**config.mk**
```make
export PLATFORM = sky130hd
export DESIGN_NAME = spi_slave_clk_gen
export DESIGN_NICKNAME = d
export VERILOG_FILES = /design/src/rtl/spi_pkg.sv /design/src/rtl/spi_sync_edge.sv /design/src/rtl/spi_slave_clk_gen.sv
export SDC_FILE = /design/constraint.sdc
export NUM_CORES = 1
export LEC_CHECK = 0
export CAP_MARGIN = 30
export CORE_UTILIZATION = 52
export CTS_CLUSTER_DIAMETER = 150
export DETAILED_ROUTE_END_ITERATION = 8
export PLACE_DENSITY = 0.81
export SYNTH_ARGS = -nofsm -noshare
export SYNTH_HDL_FRONTEND = slang
export SYNTH_SLANG_ARGS = --single-unit
```
**constraint.sdc**
```tcl
create_clock -name clk -period 3.3 [get_ports clk]
set_clock_uncertainty 0.1 [all_clocks]
set_input_delay 0.495 -clock clk [delete_from_list [all_inputs] [get_ports clk]]
set_output_delay 0.495 -clock clk [all_outputs]
set_load 0.02 [all_outputs]
```
**src/rtl/spi_pkg.sv**
```systemverilog
// Shared types and defaults for the SPI slave timing path.
// Mode packing and edge-role helpers keep the CPOL/CPHA decode in one place.
package spi_pkg;

  localparam int DEF_BITS        = 8;
  localparam int DEF_SYNC_STAGES = 2;

  typedef enum logic [1:0] {
    IDLE   = 2'd0,
    ACTIVE = 2'd1,
    DONE   = 2'd2
  } state_e;

  typedef struct packed {
    logic cpol;
    logic cpha;
  } mode_t;

  // Leading edge leaves the idle level, trailing edge returns to it.
  function automatic logic lead_edge(input mode_t m, input logic rise, input logic fall);
    return m.cpol ? fall : rise;
  endfunction

  function automatic logic trail_edge(input mode_t m, input logic rise, input logic fall);
    return m.cpol ? rise : fall;
  endfunction

endpackage

```
**src/rtl/spi_sync_edge.sv**
```systemverilog
// Multi-flop synchroniser for one asynchronous pin plus a history flop for edge detection.
// Reset level is RESET_VAL, optionally inverted at run time by rst_flip (used for SCK vs CPOL).
module spi_sync_edge #(
  parameter int   STAGES    = 2,
  parameter logic RESET_VAL = 1'b1
) (
  input  logic clk,
  input  logic rst_n,
  input  logic rst_flip,
  input  logic pin,
  output logic sync_level,
  output logic rise,
  output logic fall
);

  logic [STAGES-1:0] sync_q;
  logic [STAGES-1:0] sync_d;
  logic              hist_q;
  logic              hist_d;
  logic              rst_level;

  assign rst_level = RESET_VAL ^ rst_flip;

  for (genvar gi = 0; gi < STAGES; gi++) begin : g_stage
    if (gi == 0) begin : g_first
      assign sync_d[gi] = pin;
    end else begin : g_next
      assign sync_d[gi] = sync_q[gi-1];
    end
  end

  assign hist_d = sync_q[STAGES-1];

  always_ff @(posedge clk) begin
    if (!rst_n) begin
      sync_q <= {STAGES{rst_level}};
      hist_q <= rst_level;
    end else begin
      sync_q <= sync_d;
      hist_q <= hist_d;
    end
  end

  assign sync_level = sync_q[STAGES-1];
  assign rise       = sync_level & ~hist_q;
  assign fall       = ~sync_level & hist_q;

endmodule

```
**src/rtl/spi_slave_clk_gen.sv**
```systemverilog
// Slave-side SPI timing generator: synchronises SCK/SS_n, decodes CPOL/CPHA into
// registered shift/sample strobes, counts bits and flags byte completion and aborts.
module spi_slave_clk_gen
  import spi_pkg::*;
#(
  parameter int SYNC_STAGES = DEF_SYNC_STAGES,
  parameter int BITS        = DEF_BITS,
  localparam int CW         = $clog2(BITS + 1)
) (
  input  logic          clk,
  input  logic          rst_n,
  input  logic          SPE,
  input  logic          MSTR,
  input  logic          CPOL,
  input  logic          CPHA,
  input  logic          SCK,
  input  logic          SS_n,
  output logic          S_Shift_clk,
  output logic          S_Sample_clk,
  output logic          S_BaudRate,
  output logic [CW-1:0] bit_cnt,
  output logic          byte_done,
  output logic          frame_abort
);

  localparam logic [CW-1:0] CNT_LAST = CW'(BITS - 1);
  localparam logic [CW-1:0] CNT_FULL = CW'(BITS);
  localparam logic [CW-1:0] CNT_ONE  = CW'(1);

  mode_t  mode;
  logic   enabled;
  logic   unused_sck_level;
  logic   sck_rise, sck_fall;
  logic   ss_level, ss_rise, ss_fall;
  logic   lead, trail;
  logic   sample_edge, shift_edge;

  state_e        state_q, state_d;
  logic [CW-1:0] bit_cnt_q, bit_cnt_d;
  logic          shift_q, shift_d;
  logic          sample_q, sample_d;
  logic          baud_q, baud_d;
  logic          done_q, done_d;
  logic          abort_q, abort_d;

  assign mode    = '{cpol: CPOL, cpha: CPHA};
  assign enabled = SPE & ~MSTR;

  spi_sync_edge #(
    .STAGES    (SYNC_STAGES),
    .RESET_VAL (1'b0)
  ) u_sck_sync (
    .clk        (clk),
    .rst_n      (rst_n),
    .rst_flip   (CPOL),
    .pin        (SCK),
    .sync_level (unused_sck_level),
    .rise       (sck_rise),
    .fall       (sck_fall)
  );

  spi_sync_edge #(
    .STAGES    (SYNC_STAGES),
    .RESET_VAL (1'b1)
  ) u_ss_sync (
    .clk        (clk),
    .rst_n      (rst_n),
    .rst_flip   (1'b0),
    .pin        (SS_n),
    .sync_level (ss_level),
    .rise       (ss_rise),
    .fall       (ss_fall)
  );

  // SCK activity only matters while the slave is selected.
  assign lead        = lead_edge(mode, sck_rise, sck_fall) & ~ss_level;
  assign trail       = trail_edge(mode, sck_rise, sck_fall) & ~ss_level;
  assign sample_edge = mode.cpha ? trail : lead;
  assign shift_edge  = mode.cpha ? lead : trail;

  always_comb begin
    state_d   = state_q;
    bit_cnt_d = bit_cnt_q;
    shift_d   = 1'b0;
    sample_d  = 1'b0;
    done_d    = 1'b0;
    abort_d   = 1'b0;

    if (!enabled) begin
      state_d   = IDLE;
      bit_cnt_d = '0;
    end else begin
      case (state_q)
        IDLE: begin
          bit_cnt_d = '0;
          if (ss_fall) begin
            state_d = ACTIVE;
            shift_d = ~mode.cpha;
          end
        end
        ACTIVE: begin
          // ss_rise wins over any SCK edge seen in the same cycle.
          if (ss_rise) begin
            state_d   = IDLE;
            bit_cnt_d = '0;
            abort_d   = (bit_cnt_q != '0) && (bit_cnt_q < CNT_FULL);
          end else if (sample_edge) begin
            sample_d  = 1'b1;
            bit_cnt_d = bit_cnt_q + CNT_ONE;
            if (bit_cnt_q == CNT_LAST) begin
              done_d  = 1'b1;
              state_d = DONE;
            end
          end else if (shift_edge) begin
            shift_d = 1'b1;
          end
        end
        DONE: begin
          bit_cnt_d = '0;
          if (ss_rise) begin
            state_d = IDLE;
          end else if (sample_edge) begin
            state_d   = ACTIVE;
            sample_d  = 1'b1;
            bit_cnt_d = CNT_ONE;
          end else if (shift_edge) begin
            shift_d = 1'b1;
          end
        end
        default: begin
          state_d   = IDLE;
          bit_cnt_d = '0;
        end
      endcase
    end

    baud_d = (state_d != IDLE);
  end

  always_ff @(posedge clk) begin
    if (!rst_n) begin
      state_q   <= IDLE;
      bit_cnt_q <= '0;
      shift_q   <= 1'b0;
      sample_q  <= 1'b0;
      baud_q    <= 1'b0;
      done_q    <= 1'b0;
      abort_q   <= 1'b0;
    end else begin
      state_q   <= state_d;
      bit_cnt_q <= bit_cnt_d;
      shift_q   <= shift_d;
      sample_q  <= sample_d;
      baud_q    <= baud_d;
      done_q    <= done_d;
      abort_q   <= abort_d;
    end
  end

  assign S_Shift_clk  = shift_q;
  assign S_Sample_clk = sample_q;
  assign S_BaudRate   = baud_q;
  assign bit_cnt      = bit_cnt_q;
  assign byte_done    = done_q;
  assign frame_abort  = abort_q;

endmodule

```
==> results.md, run 1 <==
- The critical path class is input pin to register.
- The final number of max-transition violations is 0.
- The tightest slew margin relative to the limit is 83.2%.
- The synthesized design contains 17 register bits.
- The number of buffer cells added on primary ports is 16.
- The count of boundary I/O pins is 17.
- After layout, the minimum clock period comes to 2.03 ns.
- After synthesis, the netlist uses 33 different library cells.
- Combinational cells account for 7.6% of the total power.
- The maximum fanout along the worst path is 13.
- Walking the worst path, the cells encountered are clkdlybuf4s50_1, xnor2_1, mux2_4, or4b_1, a21oi_1.
- The count of hold buffers inserted by post-cts repair is 0.
- The worst stage delay on the critical path is 0.51 ns.
- The total setup buffers inserted after CTS is 0.
- The width of the die is 41.6 µm.
- The clock network accounts for 31.3% of the total power.
- Summing every instance area after synthesis gives 817 µm².
- In this run the vertical extent of the chip is 41.6 µm.
- The CTS tree is done.
- After detailed routing, the number of vias per cell comes to 5.46.
- The total number of yosys warnings is 0.
- Leaving out fill and tap cells, the most frequent cell in the layout is sky130_fd_sc_hd__dfxtp_1.
- The starting density of the core is 59.1%.
- The reported net switching power is 0.0770 mW.
- The kind of cell with the highest combined delay along the critical path is simple AND/OR/NAND/NOR gates.
- The power per standard cell area is 344 mW/mm².
- The quantity of gates resized following cts is 0.
- The count of antenna-violating nets left after detailed routing is 0.
- The analysis attributes to cell leakage a power of 0.365 nW.
- The tree is rooted in a sky130_fd_sc_hd__clkbuf_4.
- The internal power of the cells totals 0.273 mW.
- The net count reported at finish is 124.
- After synthesis, flip-flops and latches occupy 41.7% of the total area.
- The number of global-route vias before repair is 599.
- The first TritonRoute pass finished after 4 iterations.
- The largest net degree at the start of global routing is 14.
- The worst setup slack for register-to-register paths is 1.67 ns.
- The number of antenna violations at the first check in global routing was 0.
- The share of async-settable or async-resettable flops after synthesis is 0%.
- The start of the worst register-to-register path is state_q[0].
- Data on the critical path arrives at its endpoint at 2.15 ns.
- Along the worst hold path, the cell count comes to 1.
- The count of final hold-check violations was 0.
- The synthesis-to-finish area growth is 24.5%.
- The final route contains 677 vias.
- STA puts the critical path data required time at 3.43 ns.
- The ratio of cells with drive above 1 in the final layout is 4.59%.
- At the pin with the least slew margin, the transition time is 0.251 ns.
- The number of enable flip-flop cells after synthesis is 0.
- The initial detailed-routing violation count is 21.
- The floorplan has 13 rows.
- The clock edge transition at the registers on the reported setup and hold paths is 0.09 ns.
- Static timing analysis puts the maximum clock frequency at 493 MHz.
- The summed area of non-filler cells in the final layout is 0.00102 mm².
- The element type at the critical path start is an input pin.
- VDD sags by at most 0.000260 V.
- Max-cap violations in this run came to 0.
- The remaining routing DRC violations is 0.
- The kind of end point of the critical path is a register.
- Registers are responsible for 61.0% of the overall power.
- The aggregate negative setup slack is 0 ns.
- The run finished with clean final reports.
- The number of buffers added by the clock tree synthesis step is 3.
- At the later pin of the worst-skew pair, clock insertion delay measures 0.29 ns.
- The global router's overall resource usage is 18.9%.
- Among all flip-flop cells after synthesis, the most frequent one is sky130_fd_sc_hd__dfxtp_1.
- For this run the aggregate overflow at the end of global routing stands at 0.
- In this run the cell area measured after placement is 991 µm².
- The post-route fraction of the period consumed by the critical path is 61.4%.
- A synthesized cell averages 9.08 µm².
- The top cell types in the final layout, fill and taps aside, are 17 x sky130_fd_sc_hd__dfxtp_1, 16 x sky130_fd_sc_hd__clkdlybuf4s50_1, 11 x sky130_fd_sc_hd__nand2_1, 6 x sky130_fd_sc_hd__inv_1, 6 x sky130_fd_sc_hd__ha_1.
- The layout filler cell count is 112.
- The H-tree depth reported by CTS is 1.
- Together, buffers and inverters on the worst path number 1.
- The wire length of the first global-routing pass is 2.54 mm.
- The critical-path cell with the highest stage delay is sky130_fd_sc_hd__or4b_1.
- The endpoint of the worst hold-timing path is u_ss_sync.sync_q[1].
- The number of diodes is 0.
- The routability-driven placement congestion ratio is 0.834.
- Detailed placement finished with a half-perimeter wire length of 1.12 mm.
- Synthesis produced a netlist whose cell count is 90.
- Cells fill 73.6% of the core in the end.
- The area of the die is 0.00173 mm².
- The launch instance of the worst min-delay path is u_ss_sync.sync_q[0].
- The number of buffers between clock root and the deepest sink is 2.
- In the final routed layout, each cell accounts on average for 12.1 µm.
- The net count after synthesis is 104.
- The endpoint identified for the worst register-to-register timing path is bit_cnt[0].
- The depth of the worst register-to-register path is 5.
- The min-delay analysis places its worst path in the category register to register.
- Summed over all layers, the routed wires come to 1.50 mm.
- The count of final setup violators is 0.
- The core outline area is 0.00138 mm².
- The switching part of the total is 22.0%.
- Setup repair after global routing left no endpoint under its margin.
- The total number of clock tree sinks is 17.
-- worst max-delay path by stage --
stage	start	endpoint	cells past startpoint	slack [ns]
after floorplan	CPHA	S_Shift_clk	4	1.54
after global placement	CPHA	S_Shift_clk	5	1.01
after detailed placement	CPHA	S_Shift_clk	5	0.97
after CTS	CPHA	S_Shift_clk	5	1.27
after global routing	CPHA	S_Shift_clk	5	1.21
final	CPHA	S_Shift_clk	5	1.27
-- cell families (layout without fill, tap and decap cells) --
kind of cell,Yosys count,in the layout,synth area share (%)
xor+xnor,3,3,3.22
simple gates,41,41,27.9
buf+inv,7,26,3.37
flops,17,17,41.7
compound gates,14,14,11.5
mux,2,2,3.22
fa+ha+maj,6,6,9.19
-- cell usage after synthesis, drive strengths merged (2+ instances only) --
| cell | n | area, µm² |
|---|---|---|
| ha | 6 | 75.1 |
| xnor2 | 2 | 17.5 |
| nor2b | 5 | 31.3 |
| nand2b | 5 | 31.3 |
| dfxtp | 17 | 340 |
| nand2 | 11 | 41.3 |
| nand3 | 2 | 10.0 |
| o21ai | 4 | 20.0 |
| nand3b | 2 | 15.0 |
| mux2 | 2 | 26.3 |
| nor3b | 2 | 15.0 |
| inv | 6 | 22.5 |
| a21oi | 3 | 15.0 |
| nor2 | 5 | 18.8 |
-- through the flow --
step                      setup WS, ns  cells  power, mW  hold slack, ns
after floorplan                   1.54     90      0.232           0.286
after CTS                         1.27    124      0.353           0.323
final                             1.27    124      0.350           0.314
after global placement            1.01    120      0.244           0.291
after global routing              1.21    124      0.365           0.336
after detailed placement         0.968    120      0.245           0.295
-- cell type report --
class	count	area (µm²)	share of cell area (%)
multi-input combinational	66	449	44.2
tap	15	18.8	1.85
sequential	17	340	33.5
clock buffer	4	26.3	2.58
inverter	6	22.5	2.21
timing repair buffer	16	160	15.7
-- power groups by stage --
stage / logic (mW) / clock network [mW] / registers (mW)
5_1_grt: 0.0295 / 0.121 / 0.215
3_5_place_dp: 0.0268 / 0 / 0.218
4_1_cts: 0.0269 / 0.113 / 0.214
3_3_place_gp: 0.0262 / 0 / 0.218
2_1_floorplan: 0.0144 / 0 / 0.218
6_report: 0.0268 / 0.110 / 0.214
-- sequential cells by signal, summed over array words and instances (netlist names) --
name	flops
bit_cnt	4
state_q	2
u_sck_sync.sync_q	2
u_ss_sync.sync_q	2
S_BaudRate	1
S_Sample_clk	1
S_Shift_clk	1
byte_done	1
frame_abort	1
u_sck_sync.hist_q	1
u_ss_sync.hist_q	1
-- routing by layer --
metal / global-route usage [%] / part of all wire [%] / up-vias
met3: 2.61 / 5.3 / 5
li1: - / - / 344
met2: 28.7 / 43 / 23
met1: 25.3 / 49 / 305
met4: 11.6 / 2.3 / 0
met5: 0 / 0 / -
-- worst reg2reg max path, stage by stage, from the launching register on --
cell	delay [ns]
sky130_fd_sc_hd__dfxtp_1	0.44
sky130_fd_sc_hd__inv_1	0.10
sky130_fd_sc_hd__ha_1	0.36
sky130_fd_sc_hd__nand2_1	0.12
sky130_fd_sc_hd__mux2_2	0.28
sky130_fd_sc_hd__o22ai_1	0.15
No activity file was read; power rests on OpenSTA's default activity.
==> run 2: changes to the inputs <==
--- a/config.mk
+++ b/config.mk
@@ -6,10 +6,10 @@
 export NUM_CORES = 1
 export LEC_CHECK = 0
 export CAP_MARGIN = 30
-export CORE_UTILIZATION = 52
+export CORE_UTILIZATION = 44
 export CTS_CLUSTER_DIAMETER = 150
 export DETAILED_ROUTE_END_ITERATION = 8
-export PLACE_DENSITY = 0.81
+export PLACE_DENSITY = 0.73
 export SYNTH_ARGS = -nofsm -noshare
 export SYNTH_HDL_FRONTEND = slang
 export SYNTH_SLANG_ARGS = --single-unit
==> constraint.sdc (replaced) <==
create_clock -name clk -period 1.65 [get_ports clk]
set_clock_uncertainty 0.1 [all_clocks]
set_input_delay 0.2475 -clock clk [delete_from_list [all_inputs] [get_ports clk]]
set_output_delay 0.2475 -clock clk [all_outputs]
set_load 0.02 [all_outputs]
==> results.md, run 2 (synthesis results as in run 1) <==
- The flow ran to the end, and the final reports show no timing, DRC or antenna violations.
- Across the run, the number of max-cap violations was 0.
- The area of the die is 0.00203 mm².
- Routability-driven placement finished with a final weighted congestion of 0.751.
- The commonest non-fill, non-tap cell in the layout is sky130_fd_sc_hd__dfxtp_1.
- Global routing used 16.9% of the available tracks across all layers.
- The library cells used most frequently in the layout, excluding fill and tap cells, are 14 x sky130_fd_sc_hd__dfxtp_1, 11 x sky130_fd_sc_hd__nand2_1, 10 x sky130_fd_sc_hd__clkdlybuf4s50_1.
- The depth of the worst register-to-register path is 4.
- The number of antenna violations at the first check in global routing is 0.
- The start of the worst register-to-register path is u_sck_sync.hist_q.
- The total number of clock tree sinks is 17.
- The timing-limited maximum frequency is 635 MHz.
- The post-route netlist has 14.8% of its cells at a drive strength greater than 1.
- The total length of routed wires is 1.50 mm.
- After detailed routing, the number of remaining DRC violations is 0.
- The HPWL reported at the end of detailed placement is 1.19 mm.
- The master cell of the clock root buffer is sky130_fd_sc_hd__clkbuf_4.
- The initialized floorplan defines 15 standard-cell rows.
- Global routing finished with a remaining overflow of 0.
- The cell leakage power is 0.452 nW.
- The worst path uses 95.5% of the clock period.
- Measured along the x axis, the die boundary spans 45.1 µm.
- The power per standard cell area is 647 mW/mm².
- After layout, the minimum clock period comes to 1.58 ns.
- The worst stage delay on the critical path is 0.52 ns.
- The number of buffers and inverters on the critical path is 0.
- Once layout is complete, the utilization of the core stands at 63.4%.
- Once the floorplan was initialized, standard cells occupied 47.3% of the core.
- The final number of max-transition violations came to 0.
- The worst setup path is launched from a register.
- The count of hold buffers inserted by post-cts repair is 0.
- The clock edge transition at the registers on the reported setup and hold paths is 0.09 ns.
- Counting the buffers created by CTS gives 3.
- The largest net degree at the start of global routing is 10.
- STA puts the critical path data arrival time at 1.71 ns.
- TritonCTS built the clock tree.
- The worst pin sits at a relative slew slack of 84.8%.
- The end of the worst register-to-register path is S_Shift_clk.
- Counting along the longest clock path gives a buffer depth of 2.
- In this run the tool buffered the top-level ports with 16 buffer cells.
- The first detailed-routing pass took 4 iterations.
- The min-delay analysis places its worst path in the category register to register.
- From bottom edge to top edge, the die measures 45.1 µm.
- The worst setup slack for register-to-register paths is 0.07 ns.
- After the last flow step, the layout net total stands at 130.
- The register with the most flip-flops in the layout has 4 of them.
- The repair_antennas step left the layout with diodes totalling 0.
- STA classifies the critical path endpoint as a register.
- The synthesis-to-finish area growth is 34.0%.
- Counting buffers and inverters, the worst setup path is 4 cells deep.
- The count of final hold-check violations is 0.
- The maximum fanout along the worst path is 4.
- The worst hold slack across all endpoints is 0.317 ns.
- The first routing iteration left 36 violations.
- The number of global-route vias before repair is 622.
- Broken down by cell family, the worst path's largest delay share belongs to simple AND/OR/NAND/NOR gates.
- The worst hold path cell count is 1.
- The worst IR drop on VDD is 0.000485 V.
- The insertion delay to the later sink of the worst-skew pair is 0.29 ns.
- Data on the critical path is required at its endpoint by 1.78 ns.
- The number of setup buffers added after CTS is 0.
- Tracing the worst setup path back leads to its startpoint at u_sck_sync.hist_q.
- For this design, the slowest cell found on the critical path is sky130_fd_sc_hd__or4b_1.
- The core region is 0.00173 mm².
- The critical path capture point is S_Shift_clk.
- The signal on the critical path passes through nor3b_2, mux2_4, or4b_1, a21oi_2.
- The via total after detailed routing is 701.
- The worst-margin pin slew is 0.228 ns.
- Using the TritonRoute via totals, the vias-per-cell ratio works out to 5.01.
- The first global-routing pass estimated 2.51 mm of wire.
- The count of antenna-violating nets left after detailed routing is 0.
- The count of final setup violators is 0.
- Dividing the detail-routed wire length by the instance count gives 10.7 µm.
- The count of boundary I/O pins is 17.
- The critical path class is register to register.
- In this run the number of H-tree levels came out at 1.
==> run 2: changes by cell type in the layout (fill, tap and decap cells not counted), moves of 2 or more <==
cell / change
sky130_fd_sc_hd__dfxtp_2: +3
sky130_fd_sc_hd__buf_4: +6
sky130_fd_sc_hd__dlygate4sd2_1: +4
sky130_fd_sc_hd__clkdlybuf4s50_1: -6
sky130_fd_sc_hd__dlymetal6s2s_1: +2
sky130_fd_sc_hd__dfxtp_1: -3
==> run 2: cell type report <==
cell class              count  area, µm²
fillers                   155        632
multi-input cells          66        465
flip-flops and latches     17        344
repair buffers             22        205
well taps                  25       31.3
clock buffers               4       26.3
inverters                   6       22.5
==> run 2: timing repair <==
item / CTS / global route
endpoints found under the hold margin: 0 / 0
setup endpoints to repair: 6 / 6
pin swaps: 1 / 0
gates resized for setup: 5 / 8
==> run 2: worst min-delay path by stage <==
stage | from | endpoint
after floorplan | rst_n | u_ss_sync.sync_q[0]
after global placement | u_ss_sync.sync_q[0] | u_ss_sync.sync_q[1]
after detailed placement | u_ss_sync.sync_q[0] | u_ss_sync.sync_q[1]
after CTS | u_ss_sync.sync_q[0] | u_ss_sync.sync_q[1]
after global routing | u_ss_sync.sync_q[0] | u_ss_sync.sync_q[1]
final | u_ss_sync.sync_q[0] | u_ss_sync.sync_q[1]
==> run 2: through the flow <==
stage	instance area [µm²]	TNS (ns)	std cells	total power, mW	worst slack, ns
2_1_floorplan	817	0	90	0.464	0.136
3_3_place_gp	1050	-2.28	136	0.493	-0.359
3_5_place_dp	1050	-2.80	136	0.495	-0.412
4_1_cts	1080	0	140	0.715	0.00879
5_1_grt	1090	-0.00760	140	0.738	-0.00760
6_report	1090	0	140	0.709	0.0748
==> run 2: per-layer routing <==
metal	up-vias	global-route usage (%)	share of wire [%]
li1	360	-	-
met3	5	2.40	4.6
met5	-	0	0
met2	21	28.1	48
met1	315	21.1	45
met4	0	9.09	2.1
==> run 2: where the power goes <==
group | switching (mW) | internal [mW]
Sequential | 0.00705 | 0.421
Combinational | 0.0244 | 0.0356
Clock | 0.127 | 0.0941
Total | 0.158 | 0.550
